**src/rtl/if_stage.sv**
```systemverilog
// -----------------------------------------------------------------------------
// if_stage -- instruction-fetch stage between the PC register and decode.
//
// Issues word fetches for the current PC on a req/gnt/rvalid instruction
// memory port, tracks granted fetches in an in-order ring of DEPTH entries
// and hands {pc, inst} pairs to decode through a registered IF/ID boundary.
// Responses belonging to requests issued before a jump flush are counted in
// kill_cnt and dropped when they return.
//
// Optional feature macro: IF_MISALIGN_CHECK_EN
//   defined   : adds id_misalign_o, registered with IF/ID as pc[1:0] != 0
//   undefined : the port and its logic are absent
//
// Ports
//   clk_i, rst_ni    clock, asynchronous active-low reset
//   pc_i             current PC (also the request address)
//   ce_i             PC register enable; no fetch while low
//   stall_i[5:0]     stall vector: bit0 holds the PC, bit1 holds IF/ID
//   flush_jump_i     redirect: kills the ring and the IF/ID contents
//   stallreq_o       ask the controller to hold the PC (combinational)
//   imem_req_o       fetch request (combinational)
//   imem_addr_o      fetch address (= pc_i)
//   imem_gnt_i       request accepted this cycle
//   imem_rvalid_i    in-order response valid, >= 1 cycle after grant
//   imem_rdata_i     response instruction word
//   id_pc_o          IF/ID PC
//   id_inst_o        IF/ID instruction (NOP_INST on bubbles)
//   id_valid_o       IF/ID holds a real instruction
//   id_misalign_o    IF/ID PC not word aligned (IF_MISALIGN_CHECK_EN only)
// -----------------------------------------------------------------------------
module if_stage #(
    parameter int unsigned ADDR_WIDTH = 32,
    parameter int unsigned DEPTH      = 2,
    parameter logic [31:0] NOP_INST   = 32'h0000_0013
) (
    input  logic                  clk_i,
    input  logic                  rst_ni,
    input  logic [ADDR_WIDTH-1:0] pc_i,
    input  logic                  ce_i,
    input  logic [5:0]            stall_i,
    input  logic                  flush_jump_i,
    output logic                  stallreq_o,
    output logic                  imem_req_o,
    output logic [ADDR_WIDTH-1:0] imem_addr_o,
    input  logic                  imem_gnt_i,
    input  logic                  imem_rvalid_i,
    input  logic [31:0]           imem_rdata_i,
    output logic [ADDR_WIDTH-1:0] id_pc_o,
    output logic [31:0]           id_inst_o,
    output logic                  id_valid_o
`ifdef IF_MISALIGN_CHECK_EN
    ,
    output logic                  id_misalign_o
`endif
);

    localparam int unsigned PTR_W  = $clog2(DEPTH);
    localparam int unsigned CNT_W  = PTR_W + 1;
    localparam int unsigned KILL_W = 8;
    localparam int unsigned KSUM_W = KILL_W + 1;

    logic [ADDR_WIDTH-1:0] ring_pc     [DEPTH];
    logic [31:0]           ring_inst   [DEPTH];
    logic [DEPTH-1:0]      ring_filled;

    logic [PTR_W-1:0]  head;
    logic [PTR_W-1:0]  tail;
    logic [PTR_W-1:0]  fill_ptr;
    logic [CNT_W-1:0]  count;
    logic [CNT_W-1:0]  unfilled;
    logic [KILL_W-1:0] kill_cnt;

    logic              alloc;
    logic              fill;
    logic              pop;
    logic [KSUM_W-1:0] kill_sum;
    logic [KILL_W-1:0] kill_load;

    // Only the PC and IF/ID hold bits matter to this stage.
    logic unused_stall;
    assign unused_stall = ^stall_i[5:2];

    assign imem_req_o  = ce_i & ~flush_jump_i & ~stall_i[0] & (count < CNT_W'(DEPTH));
    assign imem_addr_o = pc_i;
    assign alloc       = imem_req_o & imem_gnt_i;
    assign stallreq_o  = ce_i & ~flush_jump_i & ~alloc;

    // A response fills the ring only when no killed response is still owed.
    assign fill = imem_rvalid_i & (kill_cnt == '0);
    // The head is popped off its registered filled bit, so a response never
    // reaches IF/ID in the cycle it arrives.
    assign pop  = ~flush_jump_i & ~stall_i[1] & ring_filled[head];

    // On flush every unfilled entry becomes a response to drop; a response
    // arriving in the flush cycle itself is already accounted for.
    always_comb begin
        kill_sum = {1'b0, kill_cnt} + KSUM_W'(unfilled);
        if (imem_rvalid_i && (kill_sum != '0)) begin
            kill_sum = kill_sum - KSUM_W'(1);
        end
        kill_load = kill_sum[KILL_W] ? '1 : kill_sum[KILL_W-1:0];
    end

    always_ff @(posedge clk_i or negedge rst_ni) begin
        if (!rst_ni) begin
            head        <= '0;
            tail        <= '0;
            fill_ptr    <= '0;
            count       <= '0;
            unfilled    <= '0;
            kill_cnt    <= '0;
            ring_filled <= '0;
            for (int unsigned i = 0; i < DEPTH; i++) begin
                ring_pc[i]   <= '0;
                ring_inst[i] <= '0;
            end
        end else if (flush_jump_i) begin
            head        <= '0;
            tail        <= '0;
            fill_ptr    <= '0;
            count       <= '0;
            unfilled    <= '0;
            ring_filled <= '0;
            kill_cnt    <= kill_load;
        end else begin
            // Allocate, fill and pop never touch the same slot: alloc and pop
            // coincide only when the ring is full or empty, and the fill slot
            // is always allocated and unfilled.
            if (alloc) begin
                ring_pc[tail]     <= pc_i;
                ring_filled[tail] <= 1'b0;
                tail              <= tail + PTR_W'(1);
            end
            if (imem_rvalid_i) begin
                if (kill_cnt != '0) begin
                    kill_cnt <= kill_cnt - KILL_W'(1);
                end else begin
                    ring_inst[fill_ptr]   <= imem_rdata_i;
                    ring_filled[fill_ptr] <= 1'b1;
                    fill_ptr              <= fill_ptr + PTR_W'(1);
                end
            end
            if (pop) begin
                ring_filled[head] <= 1'b0;
                head              <= head + PTR_W'(1);
            end
            count    <= count + CNT_W'(alloc) - CNT_W'(pop);
            unfilled <= unfilled + CNT_W'(alloc) - CNT_W'(fill);
        end
    end

    always_ff @(posedge clk_i or negedge rst_ni) begin
        if (!rst_ni) begin
            id_valid_o    <= 1'b0;
            id_pc_o       <= '0;
            id_inst_o     <= NOP_INST;
`ifdef IF_MISALIGN_CHECK_EN
            id_misalign_o <= 1'b0;
`endif
        end else if (flush_jump_i) begin
            id_valid_o <= 1'b0;
            id_inst_o  <= NOP_INST;
        end else if (stall_i[1]) begin
            id_valid_o <= id_valid_o;
        end else if (ring_filled[head]) begin
            id_valid_o    <= 1'b1;
            id_pc_o       <= ring_pc[head];
            id_inst_o     <= ring_inst[head];
`ifdef IF_MISALIGN_CHECK_EN
            id_misalign_o <= (ring_pc[head][1:0] != 2'b00);
`endif
        end else begin
            id_valid_o <= 1'b0;
            id_inst_o  <= NOP_INST;
        end
    end

endmodule
```
**config.mk**
```make
export PLATFORM = sky130hd
export DESIGN_NAME = if_stage
export DESIGN_NICKNAME = d
export VERILOG_FILES = /design/src/rtl/if_stage.sv
export SDC_FILE = /design/constraint.sdc
export NUM_CORES = 1
export LEC_CHECK = 0
export CAP_MARGIN = 25
export CELL_PAD_IN_SITES_DETAIL_PLACEMENT = 0
export CELL_PAD_IN_SITES_GLOBAL_PLACEMENT = 1
export CORE_MARGIN = 4
export CORE_UTILIZATION = 35
export CTS_BUF_LIST = sky130_fd_sc_hd__clkbuf_8
export CTS_CLUSTER_SIZE = 16
export DETAILED_ROUTE_END_ITERATION = 8
export PLACE_DENSITY = 0.75
export SLEW_MARGIN = 15
export SYNTH_ARGS = -nofsm -noshare
export SYNTH_HDL_FRONTEND = slang
export SYNTH_SLANG_ARGS = --single-unit
```
**constraint.sdc**
```tcl
create_clock -name clk_i -period 2.9 [get_ports clk_i]
set_input_delay 0.435 -clock clk_i [delete_from_list [all_inputs] [get_ports clk_i]]
set_output_delay 0.435 -clock clk_i [all_outputs]
set_load 0.05 [all_outputs]
```
==> metrics.cfg <==
[global_routing]
grt_max_degree=79
grtUsageTotal_pct=15.27
grt_pass1_vias=7179
antenna_found_initial=0
grt_pass1_wl_mm=38.08
grt_overflow_total=0

[sta]
final.period_utilization_pct=94.16
final.min_clock_period_ps=2731
tightestPinTransition_ps=1004
timing.fmax_ghz=0.3662
rsz0062_at_grt=no
setup_tns_ps=0
fin_skew_ps=27.73
timing.final.max_slew_violations=0
maxSlewHeadroom_pct=33.07
fin_hold_ws_ps=464.1
finalSetupViolations=0
hold_violations=0

[setup_path]
crit_path_start_kind=flip-flop
cp_slowest_cell=fa_1
worstPathArrival_ps=3190
critical_path_buf_inv_count=1
max_stage_delay_ps=410
worstPathCellList=ha_1 > inv_1 > fa_1 > nor2b_2 > o21ai_0 > a221oi_2 > a21bo_1 > mux2_1 > a21oi_1
crit_family=compound AO/OA/AOI/OAI gates
critPathMaxFanout=8
endpoint_kind=flip-flop
cp.required_ps=3360
path_class=reg2reg

[layout]
final_common_cell=dfrtp_1
fin_util_pct=45.84
drive_above_1_share_pct=17.78
num-fill-cells=2532
layout.cells.most_common_list=dfrtp_1 (206), clkdlybuf4s50_1 (167), nand2_1 (166)
fin_nets=1104
area_delta_synth_final_pct=28.29

[logic_synthesis]
ys.flop_type=dfrtp_1
synth.avg_cell_area_um2=11.23
synthMuxAreaShare_pct=16.09
synth_top_family_by_area=multiplexers
async_reset_ff_share_pct=100.0
yosysSeqAreaShare_pct=54.31
synth-xor-area-share_pct=1.538
syn_inst=862
synth-simple-area-share_pct=12.61
ys.warnings.count=0
synth_area_mm2=0.009683
synth_cell_type_count=59
synth_compound_area_share_pct=8.231
synthAdderAreaFrac_pct=1.370
syn_nets=948
synth-edff-count=0
synth_seq_cells=210

[cts]
cts.htree.levels=2
clkTransAtPathRegs_ps=60
cts_made_buffers=39
cts.repair.resized=0
root_buffer=clkbuf_8
cts_tree=yes
cts.sinks=210
clockBufferDepth=3
insertion_delay_ps=530
post_cts.repair.setup_buffers=0

[hold_path]
hold_path_class=reg2reg

[floorplanning]
io_pins=175
core_area_mm2=0.02710
start_util_pct=35.73
rows=60
die_h_um=174.3
design.die.area_mm2=0.03039
die_x_um=174.3

[pwr]
p_leak_nw=5.791
finalPower_mw=7.118
power.density_mw_per_mm2=573.0
vdd_drop_max_mv=0.3293

[flow_run]
drv_cap=0

[route]
via_per_inst=4.725
drc=0
drt-initial-drc-count=333
vias=6710
first_pass_iters=4
drt-total-wl_mm=23.22
wire_per_inst_um=16.35
detail-route-antenna-nets=0

[status]
status=finished clean

[placed_design]
globalplace.congestion=0.7889
port_buffers=170
dp.final_hpwl_mm=14.47

[worst paths after layout]
path	slack (ps)	from	endpoint	cells after the start
worst max-delay path	170	kill_cnt[0]$_DFFE_PN0P_	kill_cnt[1]$_DFFE_PN0P_	9
worst min-delay path	460	ring_inst[7]$_DFFE_PN0P_	ring_inst[7]$_DFFE_PN0P_	2
worst max register to register	170	kill_cnt[0]$_DFFE_PN0P_	kill_cnt[1]$_DFFE_PN0P_	9
worst min register to register	460	ring_inst[7]$_DFFE_PN0P_	ring_inst[7]$_DFFE_PN0P_	2
max in group asynchronous	1520	rst_ni	id_inst_o[28]$_DFFE_PN0P_	3
min in group asynchronous	530	rst_ni	id_inst_o[9]$_DFFE_PN0P_	2
[metrics by stage]
step           instances  area (µm²)  worst slack (ps)
5_1_grt             1418       12420            0.6193
4_1_cts             1418       12420             170.8
3_5_place_dp        1348       11640             177.9
2_1_floorplan        862        9683             427.9
6_report            1420       12420             169.4
3_3_place_gp        1348       11640             210.2
[kinds of logic after synthesis]
logic type	count (synthesis)
fa+ha+maj	10
flops	210
buf+inv	97
mux	133
compound gates	133
simple gates	262
xor+xnor	17
[power breakdown]
group	total (mW)	internal, mW	switching, mW
Clock	2.79	1.57	1.22
Sequential	3.30	3.12	0.177
Combinational	1.03	0.517	0.512
Total	7.12	5.20	1.91
[what timing repair did]
item | 4_1_cts | 5_1_grt
setup endpoints to repair | 0 | 0
hold buffers | 1 | 0
hold endpoints to repair | 64 | 0
[Yosys cell counts (3+ instances only)]
cell      instances  area share (%)
dfrtp_1         207              53
buf_6             9             1.0
nand2_1         166             6.4
nor2b_1          35             2.3
nand3_1          12            0.62
buf_2             9            0.47
o21ai_0          65             3.4
inv_1            13            0.50
or3_1             4            0.26
a31oi_1           5            0.32
a32oi_1           3            0.27
nor2_1           16            0.62
a21oi_1          42             2.2
dfstp_2           3            0.81
mux2_2           47             5.5
ha_1              9             1.2
a31o_2            3            0.27
clkbuf_1         30             1.2
xnor2_1          10            0.90
nor3_1            6            0.31
mux2_4           28             4.3
mux2_1           22             2.6
mux2i_1          36             3.7
xor2_1            7            0.63
buf_4            33             2.6
[worst reg2reg max path: stages, from the launching register on]
cell	delay, ps
dfrtp_1	400
ha_1	210
inv_1	60
fa_1	410
nor2b_2	360
o21ai_0	190
a221oi_2	350
a21bo_1	200
mux2_1	340
a21oi_1	140
[metal layers]
layer	global-route usage [%]	up-vias	share of wire, %
li1	-	3222	-
met1	20.17	3258	46
met2	24.18	185	44
met3	4.893	45	7.6
met4	4.388	0	1.9
met5	0	-	0
[flip-flops by register name, summed over array words and instances, names as in the netlist]
name	flops
id_valid_o	1
fill_ptr	1
ring_filled	2
ring_pc	64
count	2
head	1
tail	1
ring_inst	64
id_pc_o	32
id_inst_o	32
unfilled	2
kill_cnt	8
[cell type report]
class	instances	area [µm²]	share of cell area, %
sequential	210	5260	42.34
tap	372	465.4	3.747
clock buffer	44	605.6	4.875
inverter	14	52.55	0.4230
multi-input combinational	555	3896	31.37
clock inverter	25	161.4	1.299
antenna	2	5.005	0.04029
timing repair buffer	198	1976	15.90
(Power assumes the default switching activity.)
